==> src/rtl/if_stage.sv <==
// Instruction-fetch stage: owns the PC, issues fetches under a credit limit,
// tracks PCs of in-flight requests and buffers {pc, inst} for decode.
// Redirects flush the stage; responses already in flight are counted and dropped.
module if_stage #(
    parameter logic [63:0] RESET_PC = 64'h0000_0000_8000_0000,
    parameter int unsigned DEPTH    = 2
) (
    input  logic        clk,
    input  logic        rst_n,
    output logic        imem_req_valid,
    input  logic        imem_req_ready,
    output logic [63:0] imem_req_addr,
    input  logic        imem_rsp_valid,
    input  logic [31:0] imem_rsp_data,
    input  logic        redirect_valid,
    input  logic [63:0] redirect_pc,
    output logic        if_valid,
    input  logic        id_ready,
    output logic [63:0] if_pc,
    output logic [31:0] if_inst
);
    localparam int unsigned AW = $clog2(DEPTH);
    localparam int unsigned CW = AW + 1;
    localparam logic [CW:0] DEPTH_C = (CW + 1)'(DEPTH);
    localparam logic [31:0] NOP = 32'h0000_0013;

    logic [63:0]   pc_q, pc_d;
    logic [CW-1:0] out_q, out_d;     // accepted requests not yet answered
    logic [CW-1:0] drop_q, drop_d;   // responses still to be discarded
    logic [CW-1:0] pwr_q, pwr_d, prd_q, prd_d;   // in-flight PC buffer pointers
    logic [CW-1:0] fwr_q, fwr_d, frd_q, frd_d;   // instruction FIFO pointers

    logic [63:0] ifl_pc_mem  [DEPTH];
    logic [63:0] fifo_pc_mem [DEPTH];
    logic [31:0] fifo_ins_mem[DEPTH];

    logic [CW-1:0] fifo_cnt;
    logic [CW:0]   credit_used;
    logic          fire, rsp_ok, rsp_live, pop;

    assign fifo_cnt    = fwr_q - frd_q;
    // Outstanding requests plus buffered entries bound what the FIFO may need
    // to hold, so a push can never find it full.
    assign credit_used = {1'b0, out_q} + {1'b0, fifo_cnt};

    assign imem_req_valid = rst_n & ~redirect_valid & (credit_used < DEPTH_C);
    assign imem_req_addr  = pc_q;
    assign fire           = imem_req_valid & imem_req_ready;
    // A response with nothing outstanding is a protocol error and is ignored.
    assign rsp_ok         = imem_rsp_valid & (out_q != '0);
    assign rsp_live       = rsp_ok & (drop_q == '0);
    assign if_valid       = (fifo_cnt != '0);
    assign pop            = if_valid & id_ready;
    assign if_pc          = if_valid ? fifo_pc_mem[frd_q[AW-1:0]] : 64'd0;
    assign if_inst        = if_valid ? fifo_ins_mem[frd_q[AW-1:0]] : NOP;

    // Next-state: redirect overrides issue, push and pop in the same cycle.
    always_comb begin
        pc_d   = pc_q;
        out_d  = out_q;
        drop_d = drop_q;
        pwr_d  = pwr_q;
        prd_d  = prd_q;
        fwr_d  = fwr_q;
        frd_d  = frd_q;
        if (redirect_valid) begin
            pc_d   = {redirect_pc[63:2], 2'b00};
            out_d  = out_q - CW'(rsp_ok);
            // Everything still in flight after this cycle belongs to the old
            // path. When that is zero, the old drop_cnt can only be zero too
            // (or be consumed by this cycle's response), so loading is exact.
            drop_d = out_q - CW'(rsp_ok);
            pwr_d  = '0;
            prd_d  = '0;
            fwr_d  = '0;
            frd_d  = '0;
        end else begin
            if (fire) begin
                pc_d  = pc_q + 64'd4;
                pwr_d = pwr_q + CW'(1);
            end
            out_d = out_q + CW'(fire) - CW'(rsp_ok);
            if (rsp_ok && drop_q != '0)
                drop_d = drop_q - CW'(1);
            if (rsp_live) begin
                prd_d = prd_q + CW'(1);
                fwr_d = fwr_q + CW'(1);
            end
            if (pop)
                frd_d = frd_q + CW'(1);
        end
    end

    // Control state register with asynchronous reset.
    always_ff @(posedge clk or negedge rst_n) begin
        if (!rst_n) begin
            pc_q   <= RESET_PC;
            out_q  <= '0;
            drop_q <= '0;
            pwr_q  <= '0;
            prd_q  <= '0;
            fwr_q  <= '0;
            frd_q  <= '0;
        end else begin
            pc_q   <= pc_d;
            out_q  <= out_d;
            drop_q <= drop_d;
            pwr_q  <= pwr_d;
            prd_q  <= prd_d;
            fwr_q  <= fwr_d;
            frd_q  <= frd_d;
        end
    end

    // Data storage; validity is carried entirely by the pointers above.
    always_ff @(posedge clk) begin
        if (fire)
            ifl_pc_mem[pwr_q[AW-1:0]] <= pc_q;
        if (rsp_live && !redirect_valid) begin
            fifo_pc_mem[fwr_q[AW-1:0]]  <= ifl_pc_mem[prd_q[AW-1:0]];
            fifo_ins_mem[fwr_q[AW-1:0]] <= imem_rsp_data;
        end
    end

    a_rsp_without_outstanding: assert property (
        @(posedge clk) disable iff (!rst_n) !(imem_rsp_valid && out_q == '0));

endmodule

==> config.mk <==
export PLATFORM = sky130hd
export DESIGN_NAME = if_stage
export DESIGN_NICKNAME = d
export VERILOG_FILES = /design/src/rtl/if_stage.sv
export SDC_FILE = /design/constraint.sdc
export NUM_CORES = 1
export LEC_CHECK = 0
export ABC_AREA = 1
export BUFFER_PORTS_ARGS = -buffer_cell sky130_fd_sc_hd__buf_4
export CAP_MARGIN = 20
export CORE_MARGIN = 4
export CORE_UTILIZATION = 57
export CTS_CLUSTER_SIZE = 30
export DETAILED_ROUTE_END_ITERATION = 8
export PLACE_DENSITY = 0.8
export SYNTH_ARGS = -nofsm -noshare
export SYNTH_HDL_FRONTEND = slang
export SYNTH_SLANG_ARGS = --single-unit
==> constraint.sdc <==
create_clock -name clk -period 8.5 [get_ports clk]
set_input_delay 0.85 -clock clk [delete_from_list [all_inputs] [get_ports clk]]
set_output_delay 0.85 -clock clk [all_outputs]
set_load 0.02 [all_outputs]
-- After elaboration in Yosys (flattened, before gate mapping)
Memory sizes are Yosys's and may differ from the RTL's.
Index checks and enable logic that the tools add are counted.
- memories: 3
- word-level logic and storage cells: 59
- bits in read-only memories: 0
- output and inout port bits: 162
- bits in latches: 0
- bits in writable memories: 320
- input port bits: 102
- register bits: 76
- divide/modulo/power cells: 0
- $lt $le $gt $ge: 1
- add/sub/neg operators: 11
- multipliers: 0
- shift operators: 0
- equality and inequality tests: 0
- reductions and logical operators: 11
- multiplexer cells: 19
- bitwise gates (word level): 7
- memories (name ; depth ; bits a word ; read ports ; clocked after memory_dff ; wr ports ; RTL line ; source):
    fifo_pc_mem ; 2 ; 64 ; 1 ; 0 ; 1 ; 34 ; logic [63:0] fifo_pc_mem [DEPTH];
    ifl_pc_mem ; 2 ; 64 ; 1 ; 0 ; 1 ; 33 ; logic [63:0] ifl_pc_mem [DEPTH];
    fifo_ins_mem ; 2 ; 32 ; 1 ; 0 ; 1 ; 35 ; logic [31:0] fifo_ins_mem[DEPTH];
- operators by type and width (operator ; count):
    64-bit 2-to-1 mux ; 3
    64-bit by 3-bit adder with 64-bit output, second input constant ; 1
    32-bit 2-to-1 mux ; 1
    2-bit 2-to-1 mux ; 11
    2-bit nonzero test ; 7
    2-bit by 1-bit adder with 2-bit output, second input constant ; 4
    1-bit AND ; 6
    1-bit 2-to-1 mux ; 4
    2-bit by 1-bit subtractor with 2-bit output ; 2
    2-bit by 2-bit adder with 3-bit output ; 1
    3-bit by 2-bit less-than comparator with 1-bit output, second input constant ; 1
    2-bit by 1-bit adder with 2-bit output ; 1
    1-bit logical AND ; 2
    2-bit zero test ; 1
    2-bit by 1-bit subtractor with 2-bit output, second input constant ; 1
    2-bit subtractor ; 1
    1-bit zero test ; 1
    1-bit NOT ; 1

-- Longest topological paths before layout
- word-level depth: 8
- gate-level depth with buffers: 16
- depth with buffers taken out: 14

-- Least setup slack after synthesis
OpenSTA, ideal clock, no wires.
- path kind: input-to-reg
- start: in redirect_valid
- end: mem fifo_ins_mem[1][0], enable pin
- setup time: 0.665 ns
- slack: 0.250 ns
- path buffers: 2
- arrival time: 7.585 ns
- cell stages on the path: 3
- data required time: 7.835 ns
- cell sequence: buf_2 buf_2 nor3_1
- word-level cells in the longest chain between the ends: 4
- ends and longest elaborated chain (element ; RTL line ; source):
    start: declaration ; 15 ; input logic redirect_valid,
    1-bit zero test ; 119 ; if (rsp_live && !redirect_valid) begin
    1-bit logical AND ; 119 ;
    1-bit 2-to-1 mux ; 119 ;
    1-bit 2-to-1 mux (implied by the code) ; 121 ; fifo_ins_mem[fwr_q[AW-1:0]] <= imem_rsp_data;
    end: declaration ; 35 ;
No other way between the ends.

-- Worst setup path in the final report
- start: reg frd_q[0]
- end: out if_pc[45]
- word-level cells in the longest chain between the ends: 3
- elaborated cells on any way between the ends: 4
- classes of those cells: add/sub: 1; mux: 1; reduce/logical: 1; memory: 1
- ends and longest elaborated chain (element ; RTL line ; source):
    start: declaration ; 31 ; logic [CW-1:0] fwr_q, fwr_d, frd_q, frd_d;
    start signal: assignment ; 111 ; frd_q <= frd_d;
    2-bit subtractor ; 41 ; assign fifo_cnt = fwr_q - frd_q;
    2-bit nonzero test ; 52 ; assign if_valid = (fifo_cnt != '0);
    64-bit 2-to-1 mux * ; 54 ; assign if_pc = if_valid ? fifo_pc_mem[frd_q[AW-1:0]] : 64'd0;
    end: declaration ; 19 ; output logic [63:0] if_pc,
Mark *: on every way between the ends. The rest lies on a longest branch, timed or not.

==> out/results.md <==
## Clock network
- 60 ps — clock slew at reported path FFs
- 0 — number of hold-repair buffers added at the cts stage
- 0 — number of setup buffers added after CTS
- 520 ps — source-to-sink clock delay at the later pin of the worst-skew pair
- 39 — Inserted Clock Buffers
- 3 — number of buffers on the longest clock path
- 384 — clock sink total
- 2 — H-tree levels
- yes — CTS tree
- clkbuf_16 — clock tree root buffer cell
- 0 — post-CTS resize count

## Finish
- 21.2% — Area growth syn-to-layout
- 2023 — final net count
- 2186 — Filler Cells Inserted
- 0 — antenna diode instance count
- 2327 — final non-filler cell total
- 19.2% — ratio of cells with drive above 1 in the final layout

## Flow run
- 0 — count of max-cap constraint violations

## Pwr
- 37.6% — portion of total power attributed to sequential cells
- 38.3% — share of total power consumed by net switching
- 0.00433 W — cell internal pwr
- 0.281 mV — worst voltage drop across the vdd grid
- 342 nW/um2 — power density of the placed cells
- 37.4% — relative contribution of combinational cells to total power
- 0.00269 W — switching component of the power
- 8.49 nW — Leakage Power
- 25.0% — clock network fraction of design power

## Worst setup path
- reg2out — CP Class
- register — Worst setup SP type
- output port — category of the worst setup path capture point
- 7650 ps — critical path required time
- 3490 ps — WP data arrival
- 69 — Critical Path Fanout Max

## Route
- 12800 — vias
- 5 — detailed-router iteration count before antenna repair
- 44.9 mm — detailed-route wire length
- 1102 — number of design-rule violations left by the first detailed-router iteration
- 19.3 um — post-DR wirelength/cell
- 0 — number of remaining DRC errors
- 5.49 — average vias per placed instance
- 0 — post-route antenna net violation count

## Global routing
- 12600 — vias in the first global route
- 3.75% — GR Util met3
- 37.0% — met1 Usage GRT
- met2 — most utilized layer in the global route result
- 0 — total gr overflow
- 70.0 mm — first-pass GRT wire length
- 45.7% — GR Layer Usage met2
- 27.1% — combined global-route utilization of all metal layers
- 0 — antenna violations before repair
- 96 — largest net degree at the start of global routing

## Floorplanning
- 180 um — die width
- 264 — count of pins on the block boundary
- 32500 um2 — die footprint
- 58.3% — Starting Density
- 62 — row count
- 29000 um2 — placeable core area
- 180 um — vertical die dimension

## Place
- 2257 — total instance count after detailed placement
- 30.1 mm — hpwl dp
- 0.947 — RD Place Congestion
- 4370 ps — setup slack at placement
- 257 — input/output buffers

## Yosys
- 10.1 um2 — average cell area after synthesis
- simple AND/OR/NAND/NOR gates — main combinational cell family by area after synthesis
- 0.562% — adder-cell share of the synthesized area
- edfxtp_1 — most used flip-flop cell after synthesis
- 1.64% — area share of xor/xnor cells in the synthesized design
- 0% — portion of netlist area occupied by mux cells
- 0 — yosys synthesis warning count
- 66.0% — portion of the post-synthesis area used by sequential elements
- 18.8% — proportion of synthesized flip-flops having asynchronous set or reset
- 38 — count of distinct cell types in the synthesized netlist
- 384 — post-synthesis sequential element count
- 16900 um2 — cell area after synthesis
- 6.23% — fraction of the mapped netlist area in compound gates
- 21.6% — area fraction in and, or, nand and nor cells after synthesis
- 312 — number of enable flip-flop cells after synthesis
- 1668 — cells after synthesis

## STA
- 0 — number of max-slew violations in the final report
- 26.9% — relative slew slack
- 4340 ps — post-route minimum period
- 51.0% — final worst-path cycle share
- 1100 ps — transition at the pin with the smallest max-transition slack
- 4160 ps — final worst setup slack
- 0 ps — Fin Setup TNS
- no — setup repair after global routing missed its margin
- 16.2 ps — Worst Clk Skew
- 0 — final count of hold timing violations
- 0 — Setup-failing EPs final
- 230 MHz — maximum clock frequency

## Worst hold path
- in2async — worst min path class

## Run status
- finished, final reports clean — run status

cell usage after synthesis, drive strengths merged, types with 3 or more instances:
| cell type | n | area share, % |
|---|---|---|
| a21oi | 94 | 2.8 |
| a22o | 13 | 0.67 |
| buf | 31 | 0.95 |
| clkbuf | 37 | 0.82 |
| dfrtp | 71 | 11 |
| edfxtp | 312 | 55 |
| ha | 6 | 0.44 |
| inv | 94 | 2.1 |
| nand2 | 688 | 16 |
| nand3 | 67 | 2.0 |
| nand4 | 9 | 0.33 |
| nor2 | 129 | 3.4 |
| nor3 | 5 | 0.15 |
| o211ai | 11 | 0.49 |
| o21ai | 31 | 0.92 |
| o21bai | 30 | 1.3 |
| or2 | 3 | 0.11 |
| xnor2 | 4 | 0.25 |
| xor2 | 26 | 1.4 |
flip-flops by register name, indices dropped and copies added, names as in the netlist:
signal	count
drop_q	2
fwr_q	2
out_q	2
fifo_pc_mem	124
fifo_ins_mem	64
pwr_q	1
frd_q	2
imem_req_addr	62
prd_q	1
ifl_pc_mem	124
through the flow:
| step | utilization, % | power (W) | hold WS, ps | instance area, um2 |
|---|---|---|---|---|
| floorplan | - | 0.00414 | 504 | 16900 |
| global placement | 66.0 | 0.00522 | 507 | 19200 |
| detailed placement | 66.1 | 0.00530 | 519 | 19200 |
| CTS | 70.7 | 0.00706 | 234 | 20500 |
| global route | 70.7 | 0.00736 | 246 | 20500 |
| finish | 70.7 | 0.00702 | 244 | 20500 |
cells in the final DEF (no fill, tap or decap), drive strengths merged:
master	Yosys	routed
nand3	67	67
xnor2	4	4
nand3b	1	1
buf	31	270
clkbuf	37	49
o21bai	30	30
bufinv	0	5
dfstp	1	1
conb	1	4
fa	1	1
and2	1	1
edfxtp	312	312
clkinv	1	14
xor2	26	26
nor2	129	129
o21ai	31	31
a31oi	1	1
ha	6	6
or2	3	3
nand4	9	9
dfrtp	71	71
nand2	688	688
inv	94	93
o211ai	11	11
nor3	5	5
a21oi	94	94
a22o	13	13
clkinvlp	0	4
layer usage:
metal	up-vias	wire length [um]
met5	-	0
met1	6139	18500
li1	6032	-
met4	0	1510
met3	103	2840
met2	511	22100
worst paths after layout:
kind | startpoint | end | slack [ps] | cells after the start
max | frd_q[0] | if_pc[45] | 4160 | 8
min | rst_n | imem_req_addr[38] | 240 | 1
max reg2reg | frd_q[0] | ifl_pc_mem[0][54] | 4360 | 9
min reg2reg | ifl_pc_mem[0][43] | fifo_pc_mem[1][43] | 530 | 2
max in group asynchronous | rst_n | frd_q[0] | 7220 | 2
min in group clk | imem_rsp_data[18] | fifo_ins_mem[0][18] | 510 | 1
cell families (layout without fill, tap and decap cells):
kind of cell / count (synthesis) / after routing
AO/OA/AOI/OAI: 180 / 180
flip-flops: 384 / 384
XOR/XNOR: 30 / 30
other: 1 / 4
buffers and inverters: 163 / 435
AND/OR/NAND/NOR: 903 / 903
adder cells (fa/ha/maj): 7 / 7
worst max-delay path, cell delays in order, from the launching register on:
cell and delay (ps):
dfrtp_4 640, ha_1 280, xnor2_2 170, xor2_2 260, nand2_4 130, clkinv_2 290
buf_4 670, a21oi_1 150, buf_4 220
power groups by stage:
stage	combinational [W]	sequential (W)	clock [W]
3_5_place_dp	0.00263	0.00267	0
5_1_grt	0.00284	0.00266	0.00187
3_3_place_gp	0.00256	0.00265	0
2_1_floorplan	0.00149	0.00266	0
6_report	0.00262	0.00264	0.00176
4_1_cts	0.00265	0.00263	0.00177
final cells by class:
cell class                      count  area [um2]  share of cell area (%)
Multi-Input combinational cell   1124        5120                    25.0
Timing Repair Buffer              270        2040                    9.94
Inverter                           95         362                    1.76
Clock inverter                     21         248                    1.21
Sequential cell                   384       11200                    54.5
Clock buffer                       49        1080                    5.29
Tap cell                          384         480                    2.34
Note: power is estimated with default switching activity, not from simulation.
